File: src/rtl/rcv_timer_pkg.sv
// rcv_timer_pkg: shared state encoding and bit-timing helper for the receive bit timer.
// Revision 1.0 - initial release.
`default_nettype none

package rcv_timer_pkg;

  typedef enum logic [2:0] {
    IDLE       = 3'd0,
    START_HALF = 3'd1,
    DATA       = 3'd2,
    STOP       = 3'd3,
    DONE       = 3'd4
  } rcv_state_t;

  // Half a bit period, never shorter than one cycle.
  function automatic int half_bit(input int clks);
    return (clks / 2 > 1) ? clks / 2 : 1;
  endfunction

endpackage

`default_nettype wire

File: src/rtl/rcv_bit_timer_tick.sv
// bit_tick_gen: cycle counter with clear/enable, wrapping at a terminal value.
// Revision 1.0 - initial release.
`default_nettype none

module bit_tick_gen #(
  parameter int CNT_W = 4
) (
  input  logic             clk,
  input  logic             n_rst,
  input  logic             clear,
  input  logic             en,
  input  logic [CNT_W-1:0] terminal,
  output logic             at_terminal
);

  logic [CNT_W-1:0] count;
  logic [CNT_W-1:0] count_next;

  always_comb begin
    count_next = count;
    if (clear) begin
      count_next = '0;
    end else if (en) begin
      count_next = at_terminal ? '0 : count + 1'b1;
    end
  end

  // terminal describes the period that follows this edge, so the flag is
  // valid in the same cycle the counter reaches it.
  always_ff @(posedge clk) begin
    if (!n_rst) begin
      count       <= '0;
      at_terminal <= 1'b0;
    end else begin
      count       <= count_next;
      at_terminal <= (count_next == terminal);
    end
  end

endmodule

`default_nettype wire

File: src/rtl/rcv_bit_timer.sv
// rcv_bit_timer: centres on the start bit, strobes each data bit, checks the stop bit.
// Revision 1.0 - initial release.
`default_nettype none

module rcv_bit_timer
  import rcv_timer_pkg::*;
#(
  parameter int CLKS_PER_BIT = 10,
  parameter int DATA_BITS    = 8
) (
  input  logic clk,
  input  logic n_rst,
  input  logic start_detected,
  input  logic serial_in,
  input  logic abort,
  output logic shift_strobe,
  output logic packet_done,
  output logic framing_error,
  output logic timer_active
);

  localparam int HALF_BIT = half_bit(CLKS_PER_BIT);
  localparam int CNT_W    = $clog2(CLKS_PER_BIT);
  localparam int BIT_W    = $clog2(DATA_BITS + 1);

  localparam logic [CNT_W-1:0] HALF_TERM = CNT_W'(HALF_BIT - 1);
  localparam logic [CNT_W-1:0] BIT_TERM  = CNT_W'(CLKS_PER_BIT - 1);
  localparam logic [BIT_W-1:0] LAST_BIT  = BIT_W'(DATA_BITS - 1);

  rcv_state_t       state;
  logic [BIT_W-1:0] bit_cnt;
  logic             tick_clear;
  logic             tick_en;
  logic             at_term;
  logic [CNT_W-1:0] tick_term;

  // The terminal presented here belongs to the period after the next edge:
  // half a bit when entering START_HALF, a full bit once leaving it.
  always_comb begin
    tick_clear = abort || (state == IDLE) || (state == DONE);
    tick_en    = (state == START_HALF) || (state == DATA) || (state == STOP);
    tick_term  = ((state == IDLE) || ((state == START_HALF) && !at_term))
                 ? HALF_TERM : BIT_TERM;
  end

  bit_tick_gen #(
    .CNT_W (CNT_W)
  ) u_tick (
    .clk         (clk),
    .n_rst       (n_rst),
    .clear       (tick_clear),
    .en          (tick_en),
    .terminal    (tick_term),
    .at_terminal (at_term)
  );

  always_ff @(posedge clk) begin
    if (!n_rst) begin
      state         <= IDLE;
      bit_cnt       <= '0;
      framing_error <= 1'b0;
    end else if (abort) begin
      state   <= IDLE;
      bit_cnt <= '0;
    end else begin
      case (state)
        IDLE: begin
          if (start_detected) begin
            state         <= START_HALF;
            bit_cnt       <= '0;
            framing_error <= 1'b0;
          end
        end
        START_HALF: begin
          if (at_term) state <= DATA;
        end
        DATA: begin
          if (at_term) begin
            bit_cnt <= bit_cnt + 1'b1;
            if (bit_cnt == LAST_BIT) state <= STOP;
          end
        end
        STOP: begin
          if (at_term) begin
            framing_error <= ~serial_in;
            state         <= DONE;
          end
        end
        DONE:    state <= IDLE;
        default: state <= IDLE;
      endcase
    end
  end

  assign shift_strobe = (state == DATA) && at_term;
  assign packet_done  = (state == DONE);
  assign timer_active = (state == START_HALF) || (state == DATA) || (state == STOP);

endmodule

`default_nettype wire

File: config.mk
export PLATFORM = sky130hd
export DESIGN_NAME = rcv_bit_timer
export DESIGN_NICKNAME = d
export VERILOG_FILES = /design/src/rtl/rcv_timer_pkg.sv /design/src/rtl/rcv_bit_timer_tick.sv /design/src/rtl/rcv_bit_timer.sv
export SDC_FILE = /design/constraint.sdc
export NUM_CORES = 1
export LEC_CHECK = 0
export CAP_MARGIN = 20
export CORE_MARGIN = 2
export CORE_UTILIZATION = 46
export DETAILED_ROUTE_END_ITERATION = 12
export PLACE_DENSITY = 0.71
export SYNTH_ARGS = -nofsm -noshare
export SYNTH_HDL_FRONTEND = slang
export SYNTH_SLANG_ARGS = --single-unit
File: constraint.sdc
create_clock -name clk -period 1.4 [get_ports clk]
set_clock_uncertainty 0.05 [all_clocks]
set_input_delay 0.28 -clock clk [delete_from_list [all_inputs] [get_ports clk]]
set_output_delay 0.28 -clock clk [all_outputs]
set_load 0.01 [all_outputs]
==> impl_metrics.env <==
export IMPL_seq_area_um2=274.0
export IMPL_ys_ff_latch=13
export IMPL_grt_max_degree=10
export IMPL_grt_remaining_overflow=0
export IMPL_synth_ff_type="dfxtp_1"
export IMPL_synth_top_cell_area_share=0.3714
export IMPL_hpwl_um=1097
export IMPL_yosys_top_cells_area="dfxtp_1 37%, nor2_1 7.0%, xor2_1 6.3%"
export IMPL_power_density_mw_per_mm2=671.8
export IMPL_placed_cell_area_um2=894.6
export IMPL_routed_via_density=5.398
export IMPL_cts_tree="done"
export IMPL_num_antenna_cells=0
export IMPL_holdPathStages=2
export IMPL_cts_made_buffers=3
export IMPL_rows=14
export IMPL_required_ns=1.57
export IMPL_io_pins=9
export IMPL_design_area_um2=993.5
export IMPL_violations="negative setup slack"
export IMPL_cp_cell_sequence="ha_4 > nor3_4 > a31oi_1 > or4_1 > a21oi_2"
export IMPL_fin_nets=110
export IMPL_synth_commonest_cells="13 x dfxtp_1, 13 x nor2_1, 5 x xor2_1"
export IMPL_clk_latency_ns=0.27
export IMPL_dr_first_iter_drc_count=2
export IMPL_leakage_nw=0.4142
export IMPL_cp_depth=5
export IMPL_worst_ep_arrival_time_ns=1.72
export IMPL_place_congestion=0.7754
export IMPL_core_area_mm2=0.001471
export IMPL_routed_wirelength_um=1586
export IMPL_setup_slack_ns=-0.1498
export IMPL_cpPeakStageDelay_ns=0.51
export IMPL_yosysTopAreaCell="dfxtp_1"
export IMPL_grt_usage=0.1842
export IMPL_antenna_left=0
export IMPL_synth_avg_cell_area_um2=8.869
export IMPL_crit_type="reg2reg"
export IMPL_ys_types=34
export IMPL_pre_cts_ws_ns=-0.1478
export IMPL_p_clk_frac=0.349
export IMPL_first_global_vias=627
export IMPL_synth_warnings=0
export IMPL_syn2layout_area_growth_pct=41.79
export IMPL_crit_fanout=3
export IMPL_die_area_mm2=0.001852
export IMPL_grt_pass1_wl_um=2559
export IMPL_internal_power_mw=0.5124
export IMPL_vias=637
export IMPL_crit_buf_inv=0
export IMPL_switching_share=0.2323
export IMPL_cap_violations=0
export IMPL_post_route_period_util=1.107
export IMPL_initial_core_util=0.4762
export IMPL_path_delay_family="simple AND/OR/NAND/NOR gates"
export IMPL_root_buffer="clkbuf_4"
export IMPL_antenna_found_initial=0
export IMPL_status="complete, but fails checks"
export IMPL_ys_async_sr_fraction=0
export IMPL_fin_crit_ns=1.550
export IMPL_setup_viol=1
export IMPL_synth_edff_count=0
export IMPL_grt_setup_unrepaired="true"
export IMPL_post_drt_wl_per_cell_um=13.44
export IMPL_comb_power_share=0.097
export IMPL_maxSlewHeadroom=0.8370
export IMPL_drc=0
export IMPL_postSynthCellCount=79
export IMPL_p_switching_mw=0.1550
export IMPL_crit_slowest_cell="or4_1"
export IMPL_worstSetupStartpointType="flip-flop"
export IMPL_multi_input_area_um2=490.5
export IMPL_holdWs_ns=0.4464
export IMPL_end_kind="flip-flop"
export IMPL_h_tree_depth=1
export IMPL_die_x_um=43.03
export IMPL_syn_cell_area_um2=700.7
export IMPL_io_buffers=8
export IMPL_ir_drop_mv=0.3468
export IMPL_slew_violations=0
export IMPL_fmax_mhz=645.2
export IMPL_cts_sinks=13
export IMPL_r2r_slack_ns=-0.15
export IMPL_die_h_um=43.03
export IMPL_ctsLongestPathBuffers=2
export IMPL_synth_nets=86
export IMPL_tightest_slew_ns=0.2430
export IMPL_r2r_cells=5
export IMPL_yosysSeqAreaShare=0.3714
export IMPL_fillers=122
export IMPL_clk_pin_slew_ns=0.08
export IMPL_dr_pass1_iters=4
export IMPL_tns_ns=-0.1498
export IMPL_placedCellCount=112
export IMPL_hold_viol_final=0
export IMPL_instances_no_fill=118
export IMPL_hp_class="reg2reg"
export IMPL_seq_power_share=0.554
export IMPL_drive_gt1_frac=0.3725
-- metal layers --
metal / vias up / part of all wire / global-route usage
met4: 0 / 0.016 / 0.07273
met1: 298 / 0.45 / 0.2237
li1: 325 / - / -
met3: 4 / 0.025 / 0.03830
met5: - / 0 / 0
met2: 10 / 0.51 / 0.3152
-- state kept, by name, summed over array words and instances, names as in the netlist --
| register | count |
|---|---|
| u_tick.count | 4 |
| state | 3 |
| u_tick.at_terminal | 1 |
| framing_error | 1 |
| bit_cnt | 4 |
-- worst paths after layout --
check	start	end
worst max register to register	u_tick.count[1]	u_tick.at_terminal
worst min-delay path	bit_cnt[1]	bit_cnt[1]
worst min register to register	bit_cnt[1]	bit_cnt[1]
worst max-delay path	u_tick.count[1]	u_tick.at_terminal
-- area by class of cell --
cell class | instances | share of cell area
timing repair buffer | 22 | 0.1801
multi-input combinational | 62 | 0.4937
inverter | 1 | 0.003778
sequential | 13 | 0.2758
tap | 16 | 0.02015
clock buffer | 4 | 0.02645
-- layout by cell type (no fill, tap or decap), types with 2 or more instances in the layout --
master           Yosys  routed
dfxtp_2              0       2
nor2_4               0       2
buf_6                1       2
nand2_1              4       4
o21ai_0              2       2
dfxtp_1             13       8
clkbuf_4             0       3
nor2b_1              2       2
a21o_1               2       2
nor2_1              13      11
mux2i_1              3       3
and3_1               4       3
dfxtp_4              0       3
xor2_1               5       5
o211ai_1             2       2
clkdlybuf4s50_1      0       4
buf_4                0      13
-- tightest hold or removal path, delay by kind of cell, from the launching register on --
family,cells,cell delay [ns]
AO/OA/AOI/OAI,1,0.06
flip-flops,1,0.33
AND/OR/NAND/NOR,1,0.07
-- power groups by stage --
stage | Clock (mW) | Sequential, mW | Combinational [mW]
3_3_place_gp | 0 | 0.380 | 0.0571
5_1_grt | 0.262 | 0.371 | 0.0703
3_5_place_dp | 0 | 0.380 | 0.0582
2_1_floorplan | 0 | 0.380 | 0.0262
6_report | 0.233 | 0.370 | 0.0645
4_1_cts | 0.243 | 0.372 | 0.0614
-- logic make-up (layout without fill, tap and decap cells) --
group                      after synthesis  in the layout  synth area share
and+or+nand+nor                         38             38            0.3161
DFF                                     13             13            0.3714
AOI/OAI and AO/OA                       12             12            0.1107
xor gates and xnor gates                 7              7           0.08750
buffers and inverters                    4             27           0.03571
muxes                                    3              3           0.04286
adders and majority gates                2              2           0.03571
-- timing repair --
item	4_1_cts	5_1_grt
hold endpoints to repair	0	0
hold buffers	0	0
gates resized for setup	17	13
pin swaps	2	2
buffers inserted	1	1
endpoints found under the setup margin	6	4
-- through the flow --
step | power, mW | utilization
floorplan | 0.4060 | -
global placement | 0.4372 | 0.6080
detailed placement | 0.4383 | 0.6080
CTS | 0.6760 | 0.6454
global route | 0.7029 | 0.6752
finish | 0.6675 | 0.6752
(Power assumes the default switching activity.)
